$ cat config.mk
export PLATFORM = sky130hd
export DESIGN_NAME = neopixel_tx
export DESIGN_NICKNAME = d
export VERILOG_FILES = /design/src/rtl/neopixel_tx.sv
export SDC_FILE = /design/constraint.sdc
export NUM_CORES = 1
export LEC_CHECK = 0
export CAP_MARGIN = 0
export CORE_MARGIN = 5
export CORE_UTILIZATION = 50
export CTS_BUF_LIST = sky130_fd_sc_hd__clkbuf_16
export CTS_CLUSTER_DIAMETER = 150
export DETAILED_ROUTE_END_ITERATION = 16
export DONT_BUFFER_PORTS = 1
export HOLD_SLACK_MARGIN = 0.03
export PLACE_DENSITY = 0.72
export SKIP_LAST_GASP = 1
export SYNTH_ARGS = -nofsm -noshare
export SYNTH_HDL_FRONTEND = slang
export SYNTH_SLANG_ARGS = --single-unit
$ cat constraint.sdc
create_clock -name CLK -period 8.01 [get_ports CLK]
set_clock_uncertainty 0.2 [all_clocks]
set_input_delay 1.602 -clock CLK [delete_from_list [all_inputs] [get_ports CLK]]
set_output_delay 1.602 -clock CLK [all_outputs]
set_load 0.05 [all_outputs]
$ cat src/rtl/neopixel_tx.sv
// neopixel_tx: multi-channel WS2812 / SK6812 one-wire NRZ transmitter.
// All CHANNELS strings are shifted in lockstep from one valid/ready pixel
// stream. The block generates bit timing, the inter-frame latch interval and
// sticky underrun detection when a frame stalls long enough to latch.
// Build option: define NEOPIXEL_RGBW_EN for 32-bit RGBW pixels (SK6812);
// otherwise pixels are 24-bit GRB (WS2812).
module neopixel_tx #(
    parameter int CHANNELS = 8,
    parameter int T0H_CYC  = 4,
    parameter int T1H_CYC  = 8,
    parameter int TBIT_CYC = 15,
    parameter int TRES_CYC = 3600,
`ifdef NEOPIXEL_RGBW_EN
    localparam int BPP     = 32
`else
    localparam int BPP     = 24
`endif
) (
    input  logic                    CLK,
    input  logic                    RST_N,
    input  logic                    s_valid,
    output logic                    s_ready,
    input  logic [CHANNELS*BPP-1:0] s_data,
    input  logic                    s_last,
    output logic [CHANNELS-1:0]     dout,
    output logic                    busy,
    output logic                    underrun
);

    localparam int CYW = $clog2(TBIT_CYC);
    localparam int BW  = $clog2(BPP);
    localparam int GW  = $clog2(TRES_CYC + 1);

    localparam logic [CYW-1:0] CYC_LAST     = CYW'(TBIT_CYC - 1);
    localparam logic [CYW-1:0] T0H          = CYW'(T0H_CYC);
    localparam logic [CYW-1:0] T1H          = CYW'(T1H_CYC);
    localparam logic [BW-1:0]  BIT_FIRST    = BW'(BPP - 1);
    localparam logic [GW-1:0]  GAP_UNDERRUN = GW'(TRES_CYC - 1);
    localparam logic [GW-1:0]  GAP_LATCH    = GW'(TRES_CYC);

    typedef enum logic [1:0] {
        ST_IDLE,
        ST_SEND,
        ST_WAIT,
        ST_LATCH
    } state_e;

    state_e                state_q, state_d;
    logic [CYW-1:0]        cyc_q;
    logic [BW-1:0]         bit_q;
    logic [GW-1:0]         gap_q;
    logic                  last_q;
    logic                  underrun_q;
    logic                  rdy_en_q;
    logic [CHANNELS-1:0]   dout_q, dout_d;
    logic [BPP-1:0]        shreg_q [CHANNELS];

    logic                  ready_raw;
    logic                  accept;
    logic                  bit_end;
    logic                  pix_end;

    assign bit_end  = (state_q == ST_SEND) && (cyc_q == CYC_LAST);
    assign pix_end  = bit_end && (bit_q == '0);
    // rdy_en_q holds s_ready low during reset and releases it on the first edge.
    assign s_ready  = rdy_en_q & ready_raw;
    assign accept   = s_valid & s_ready;
    assign busy     = (state_q != ST_IDLE);
    assign dout     = dout_q;
    assign underrun = underrun_q;

    // State register.
    // NOTE: sequential state is always written with <= so every flop samples
    // pre-edge values regardless of block ordering.
    always_ff @(posedge CLK or negedge RST_N) begin
        if (!RST_N) begin
            state_q <= ST_IDLE;
        end else begin
            state_q <= state_d;
        end
    end

    // Next-state logic.
    // NOTE: state_d takes a default first so no path leaves it unassigned,
    // which would otherwise infer a latch.
    always_comb begin
        state_d = state_q;
        unique case (state_q)
            ST_IDLE: begin
                if (accept) state_d = ST_SEND;
            end
            ST_SEND: begin
                if (pix_end) begin
                    if (last_q)      state_d = ST_LATCH;
                    else if (accept) state_d = ST_SEND;
                    else             state_d = ST_WAIT;
                end
            end
            ST_WAIT: begin
                if (accept)                      state_d = ST_SEND;
                else if (gap_q == GAP_UNDERRUN)  state_d = ST_IDLE;
            end
            ST_LATCH: begin
                if (gap_q == GAP_LATCH) state_d = ST_IDLE;
            end
        endcase
    end

    // Outputs: ready window and the per-channel high phase of the current bit.
    always_comb begin
        ready_raw = 1'b0;
        dout_d    = '0;
        unique case (state_q)
            ST_IDLE:  ready_raw = 1'b1;
            ST_SEND: begin
                // Final cycle of a non-last pixel: accept the next beat with no gap.
                ready_raw = pix_end && !last_q;
                for (int c = 0; c < CHANNELS; c++) begin
                    dout_d[c] = (cyc_q < (shreg_q[c][BPP-1] ? T1H : T0H));
                end
            end
            ST_WAIT:  ready_raw = 1'b1;
            ST_LATCH: ready_raw = 1'b0;
        endcase
    end

    // Counters, flags and the registered serial outputs.
    // The LATCH counter runs to TRES_CYC inclusive because dout lags the
    // state by one cycle; the low interval seen on the pins is TRES_CYC.
    always_ff @(posedge CLK or negedge RST_N) begin
        if (!RST_N) begin
            cyc_q      <= '0;
            bit_q      <= '0;
            gap_q      <= '0;
            last_q     <= 1'b0;
            underrun_q <= 1'b0;
            rdy_en_q   <= 1'b0;
            dout_q     <= '0;
        end else begin
            rdy_en_q <= 1'b1;
            dout_q   <= dout_d;
            if (accept) begin
                cyc_q  <= '0;
                bit_q  <= BIT_FIRST;
                gap_q  <= '0;
                last_q <= s_last;
            end else if (state_q == ST_SEND) begin
                gap_q <= '0;
                if (bit_end) begin
                    cyc_q <= '0;
                    bit_q <= bit_q - 1'b1;
                end else begin
                    cyc_q <= cyc_q + 1'b1;
                end
            end else if (state_q == ST_WAIT || state_q == ST_LATCH) begin
                gap_q <= gap_q + 1'b1;
            end
            if (state_q == ST_WAIT && !accept && gap_q == GAP_UNDERRUN) begin
                underrun_q <= 1'b1;
            end
        end
    end

    // Per-channel pixel shift registers: load on accept, shift at bit wrap.
    // NOTE: these data registers carry no reset; they are always loaded on
    // accept before any bit of them reaches dout.
    always_ff @(posedge CLK) begin
        for (int c = 0; c < CHANNELS; c++) begin
            if (accept) begin
                shreg_q[c] <= s_data[c*BPP +: BPP];
            end else if (bit_end) begin
                shreg_q[c] <= {shreg_q[c][BPP-2:0], 1'b0};
            end
        end
    end

endmodule

==> metrics.md, run 1 <==
| Metric | Value |
|---|---|
| Remaining Overflow, GRT | 0 |
| N_diodes | 0 |
| Max cap viols | 0 |
| Net Count, Synth | 831 |
| Routed length per placed instance | 21.12 um |
| Top cells by instance count after synthesis | edfxtp_1 (191), mux2_4 (137), dfrtp_1 (34) |
| Synth warn | 0 |
| Synthesized area per cell | 16.86 um^2 |
| Rel. slew slack | 0.1372 |
| Port bufs | 0 |
| Clock sinks | 226 |
| Setup crit end kind | output pin |
| Hold Slack | 339.2 ps |
| Netlist Area Pre-Place | 10470 um^2 |
| DR vias | 5133 |
| DRT antenna net count | 0 |
| Final slew viol count | 0 |
| Worst path arrival time | 2660 ps |
| Top-count cell post-synth | edfxtp_1 |
| Core ar. | 20820 um^2 |
| Hold-fix buffers at CTS | 0 |
| Worst vdd ir | 0.0001253 V |
| Die area | 23930 um^2 |
| Max Buffers Root-to-Sink | 3 |
| Cell family with the largest share of critical-path delay | simple AND/OR/NAND/NOR gates |
| Ranking of synthesized cells by area | edfxtp_1 (55%), mux2_4 (20%), dfrtp_1 (8.1%) |
| Nets | 828 |
| Crit-path cells | inv_1, ha_1, or4b_4, o41ai_1, and2_1 |
| Number of synthesized flops with an enable pin | 191 |
| Final Cell Area | 11400 um^2 |
| Placed wire-length estimate | 12900 um |
| Root Buffer | clkbuf_16 |
| Chip width | 154.7 um |
| CP max FO | 3 |
| Post-route setup slack | 3553 ps |
| Mapped Cells | 621 |
| Slowest stage delay, CP | 530 ps |
| First-pass GRT wire length | 29580 um |
| Initial Util | 0.5028 |
| Synth area leader | edfxtp_1 |
| Vias in the first global route | 5516 |
| Fmax | 224.4 MHz |
| Clock latency on the worst-skew pair | 500 ps |
| Area Growth Syn to Fin | 8.868% |
| Top cell type's share of synthesized area | 0.5479 |
| CTS H-tree lvls | 1 |
| IO Count | 207 |
| DIE HEIGHT | 154.7 um |
| PD cells | 212.6 nW/um^2 |
| Share of layout cells above drive strength 1 | 0.3208 |
| Yosys reg bits | 226 |
| Yosys cell types | 47 |
| Status | complete, no violations |
| Asr flop ratio synth | 0.1504 |
| Worst-Margin Slew | 1288 ps |
| Post_cts resized | 0 |
| DRC marker count from the first detailed-route iteration | 242 |
| Final setup viols | 0 |
| CP required | 6210 ps |
| Bufs and invs on worst path | 1 |
| Pre-CTS setup slack | 3690 ps |
| CTS tree | built |
| Power consumption | 2.423 mW |
| Period utilisation layout | 0.5564 |
| Vias/cell | 5.634 |
| Leakage Power | 4.035 nW |
| Hold WC Path Type | reg2reg |
| Worst path slowest cell | and2_1 |
| CTS Buf Count | 24 |
| Top_reg_cell synth | edfxtp_1 |
| Remaining DRCs | 0 |
| TNS Setup | 0 ps |
| Placed cell areas | 10610 um^2 |
| TritonRoute pass-1 iters | 5 |
| Gpl congestion | 0.8383 |
| Wirelength, routed | 19240 um |
| Antenna violations before repair | 1 |
| Fin crit period | 4457 ps |
| Cell Rows | 53 |
| Crit path launch type | register |
| Critical path class | reg2out |
| Tot GR Track Use | 0.1542 |
| Pin count of the biggest net entering global routing | 143 |
| Setup bufs post-CTS | 0 |
| RSZ-0062 raised after global routing | no |
| Fin. Hold Viols | 0 |
| Seq/Total Area, Yosys | 0.6311 |
| Clock transition at path regs | 60 ps |
## where the power goes
| part | leakage, nW | internal, mW | switching (mW) | total (mW) |
|---|---|---|---|---|
| clock | 0.393 | 0.658 | 0.430 | 1.09 |
| combinational | 1.60 | 0.0490 | 0.0117 | 0.0608 |
| sequential | 2.04 | 1.27 | 0.000233 | 1.27 |
## cell families after synthesis
family	Yosys count	share of synthesized area
other cells	1	0.0003582
fa+ha+maj	14	0.01673
buf+inv	49	0.03000
flops	226	0.6311
simple gates	95	0.04733
xor+xnor	4	0.003347
compound gates	70	0.04793
mux	162	0.2233
## worst paths after layout
check | from | endpoint | slack [ps] | cells past startpoint
max | bit_q[0]$_DFFE_PN0P_ | s_ready | 3550 | 5
min | shreg_q[0][89]$_DFFE_PP_ | shreg_q[0][90]$_DFFE_PP_ | 340 | 1
max reg2reg | bit_q[0]$_DFFE_PN0P_ | shreg_q[1][85]$_DFFE_PP_ | 3730 | 7
min reg2reg | shreg_q[0][89]$_DFFE_PP_ | shreg_q[0][90]$_DFFE_PP_ | 340 | 1
max in group asynchronous | RST_N | gap_q[7]$_DFFE_PN0P_ | 6940 | 0
min in group asynchronous | RST_N | gap_q[2]$_DFFE_PN0P_ | 590 | 0
## sequential cells by signal (all words and copies together), names as in the netlist
signal and count:
state_q 2, bit_q 5, underrun 1, gap_q 12, dout 8, cyc_q 4, shreg_q 192, last_q 1
rdy_en_q 1
## per-stage QoR
step,util,std cells
global placement,0.5097,867
detailed placement,0.5097,867
CTS,0.5474,911
finish,0.5474,911
floorplan,-,621
global route,0.5474,911
## final cells by class
class,instances,area [um^2]
Clock inverter,19,157.7
Multi-Input combinational cell,346,3565
Tap cell,275,344.1
Sequential cell,226,6606
Fill cell,1642,9425
Timing Repair Buffer,3,35.03
Inverter,17,63.81
Clock buffer,25,625.6
## routing by layer
metal	vias up	GRT usage	share of wire	routed length (um)
li1	2384	-	-	-
met1	2539	0.1904	0.39	7474
met2	185	0.2508	0.49	9482
met3	25	0.06659	0.10	1948
met4	0	0.04037	0.017	333
met5	-	0	0	0
## layout by cell type (no fill, tap or decap), types with 16 or more instances in the layout
| master | instances |
|---|---|
| edfxtp_1 | 191 |
| nand2_1 | 16 |
| a21oi_1 | 17 |
| nor3_1 | 17 |
| inv_1 | 19 |
| mux2_2 | 24 |
| mux2_4 | 137 |
| dfrtp_1 | 34 |
| a22o_1 | 24 |
| clkbuf_16 | 25 |
Note: power is estimated with default switching activity, not from simulation.
==> run 2: changes to the inputs <==
PLACE_DENSITY = 0.75   (was 0.72)
clock period = 4.07 ns   (was 8.01 ns; I/O delays follow)
==> metrics.md, run 2 (same netlist as run 1, synthesis figures left out) <==
| Metric | Value |
|---|---|
| Status | complete, no violations |
| CP required | 3060 ps |
| Root Buffer | clkbuf_16 |
| Placed wire-length estimate | 13740 um |
| Grt met1 use | 0.1921 |
| DIE HEIGHT | 154.7 um |
| Area Growth Syn to Fin | 10.31% |
| Tot GR Track Use | 0.1632 |
| Vias in the first global route | 5569 |
| Busiest grt layer | met2 |
| Rel. slew slack | 0.5200 |
| Period utilisation layout | 0.8809 |
| Core ar. | 20820 um^2 |
| Cell Rows | 53 |
| GR Util met2 | 0.2714 |
| Antenna violations before repair | 0 |
| CTS H-tree lvls | 1 |
| PD cells | 407.5 nW/um^2 |
| TNS Setup | 0 ps |
| Register-to-Register Path Depth | 7 |
| WHS Path Cells | 1 |
| Chip width | 154.7 um |
| Endpoint with the worst hold slack | shreg_q[1][0]$_SDFFE_PP0P_ |
| Max Buffers Root-to-Sink | 3 |
| Crit-path cells | inv_1, ha_1, or4b_4, o41ai_1, and2_1 |
| Die area | 23930 um^2 |
| IO Count | 207 |
| Remaining Overflow, GRT | 0 |
| Post_cts resized | 0 |
| Fin. Hold Viols | 0 |
| GR Layer Usage met3 | 0.07499 |
| Critical path class | reg2out |
| Nets | 840 |
| Clock transition at path regs | 60 ps |
| Most common cell after layout, fill and taps aside | edfxtp_1 |
| Crit path launch type | register |
| Setup crit end kind | output pin |
| Max reg flops | 192 |
| CTS Buf Count | 25 |
| DR vias | 5258 |
| Hold WC Path Type | in2reg |
| FF-to-FF End | shreg_q[0][30]$_DFFE_PP_ |
| DRT antenna net count | 0 |
| Remaining DRCs | 0 |
| Wirelength, routed | 20340 um |
| Hold Path Origin | s_data[96] |
| Worst-Margin Slew | 720.1 ps |
| Routed length per placed instance | 22.01 um |
| CTS tree | built |
| Share of layout cells above drive strength 1 | 0.3297 |
| Placed cell areas | 10770 um^2 |
| Fin crit period | 3585 ps |
| Initial Util | 0.5028 |
| Worst path slowest cell | and2_1 |
| Power consumption | 4.706 mW |
| CP max FO | 3 |
| Clock latency on the worst-skew pair | 520 ps |
| Final setup viols | 0 |
| Pin count of the biggest net entering global routing | 62 |
| Port bufs | 0 |
| Gpl congestion | 0.8073 |
| Filler Cell Count | 1600 |
| Sequential Area | 6606 um^2 |
| Fmax | 278.9 MHz |
| Most frequent cells in the layout | edfxtp_1 (191), mux2_4 (137), dfrtp_1 (34), clkbuf_16 (25) |
| Final slew viol count | 0 |
| Biggest register | shreg_q |
| First-pass GRT wire length | 30990 um |
| Clock sinks | 226 |
| Slowest stage delay, CP | 550 ps |
| Worst path arrival time | 2570 ps |
| Final Cell Area | 11550 um^2 |
| DRC marker count from the first detailed-route iteration | 289 |
| Cell family with the largest share of critical-path delay | simple AND/OR/NAND/NOR gates |
| RSZ-0062 raised after global routing | no |
| Multi-input combinational cell area | 3573 um^2 |
| Max cap viols | 0 |
| Vias/cell | 5.690 |
| Bufs and invs on worst path | 1 |
| Worst vdd ir | 0.0003193 V |
| N_diodes | 0 |
| Worst r2r src | bit_q[0]$_DFFE_PN0P_ |
| R2r setup slk | 700 ps |
| TritonRoute pass-1 iters | 5 |
| Leakage Power | 4.108 nW |
-- run 2: cell count changes in the layout (fill, tap and decap cells not counted), moves of 2 or more --
cell | before | now
buf_12 | 1 | 8
inv_1 | 19 | 23
buf_4 | 2 | 5
bufinv_16 | 3 | 1
clkinv_1 | 8 | 6
clkinvlp_4 | 0 | 2
-- run 2: what timing repair did --
| action | CTS | global route |
|---|---|---|
| hold buffers | 2 | 0 |
| buffers inserted | 0 | 0 |
| endpoints found under the hold margin | 34 | 0 |
-- run 2: layer usage --
| layer | up-vias | share of wire | routed length, um |
|---|---|---|---|
| li1 | 2412 | - | - |
| met1 | 2595 | 0.39 | 7839 |
| met2 | 210 | 0.49 | 9891 |
| met3 | 41 | 0.10 | 2107 |
| met4 | 0 | 0.025 | 499 |
| met5 | - | 0 | 0 |
-- run 2: layout make-up --
cell class	count	area share
clock buffer	25	0.05417
clock inverter	21	0.01105
inverter	17	0.005525
multi-input combinational	346	0.3094
sequential	226	0.5720
tap	275	0.02979
timing repair buffer	14	0.01798
-- run 2: worst max path at each step --
stage / startpoint / end / cells past startpoint
3_3_place_gp: state_q[1]$_DFFE_PN0P_ / shreg_q[1][82]$_DFFE_PP_ / 5
5_1_grt: bit_q[1]$_DFFE_PN0P_ / s_ready / 5
2_1_floorplan: bit_q[0]$_DFFE_PN0P_ / shreg_q[0][0]$_SDFFCE_PP0P_ / 6
4_1_cts: bit_q[1]$_DFFE_PN0P_ / s_ready / 5
6_report: bit_q[0]$_DFFE_PN0P_ / s_ready / 5
3_5_place_dp: bit_q[1]$_DFFE_PN0P_ / shreg_q[1][56]$_DFFE_PP_ / 7
-- run 2: metrics by stage --
| stage | util | std cells | worst slack (ps) | hold slack [ps] |
|---|---|---|---|---|
| 2_1_floorplan | - | 621 | 474.4 | 269.3 |
| 3_3_place_gp | 0.5170 | 876 | 868.6 | 303.4 |
| 3_5_place_dp | 0.5170 | 876 | 703.5 | 317.9 |
| 4_1_cts | 0.5546 | 924 | 462.3 | 213.7 |
| 5_1_grt | 0.5546 | 924 | 352.8 | 247.7 |
| 6_report | 0.5546 | 924 | 484.9 | 240.8 |
-- run 2: where the power goes --
part / internal (mW) / total [mW] / leakage, nW / switching [mW]
clock: 1.18 / 2.07 / 0.388 / 0.888
combinational: 0.0992 / 0.131 / 1.68 / 0.0314
sequential: 2.51 / 2.51 / 2.04 / 0.000521
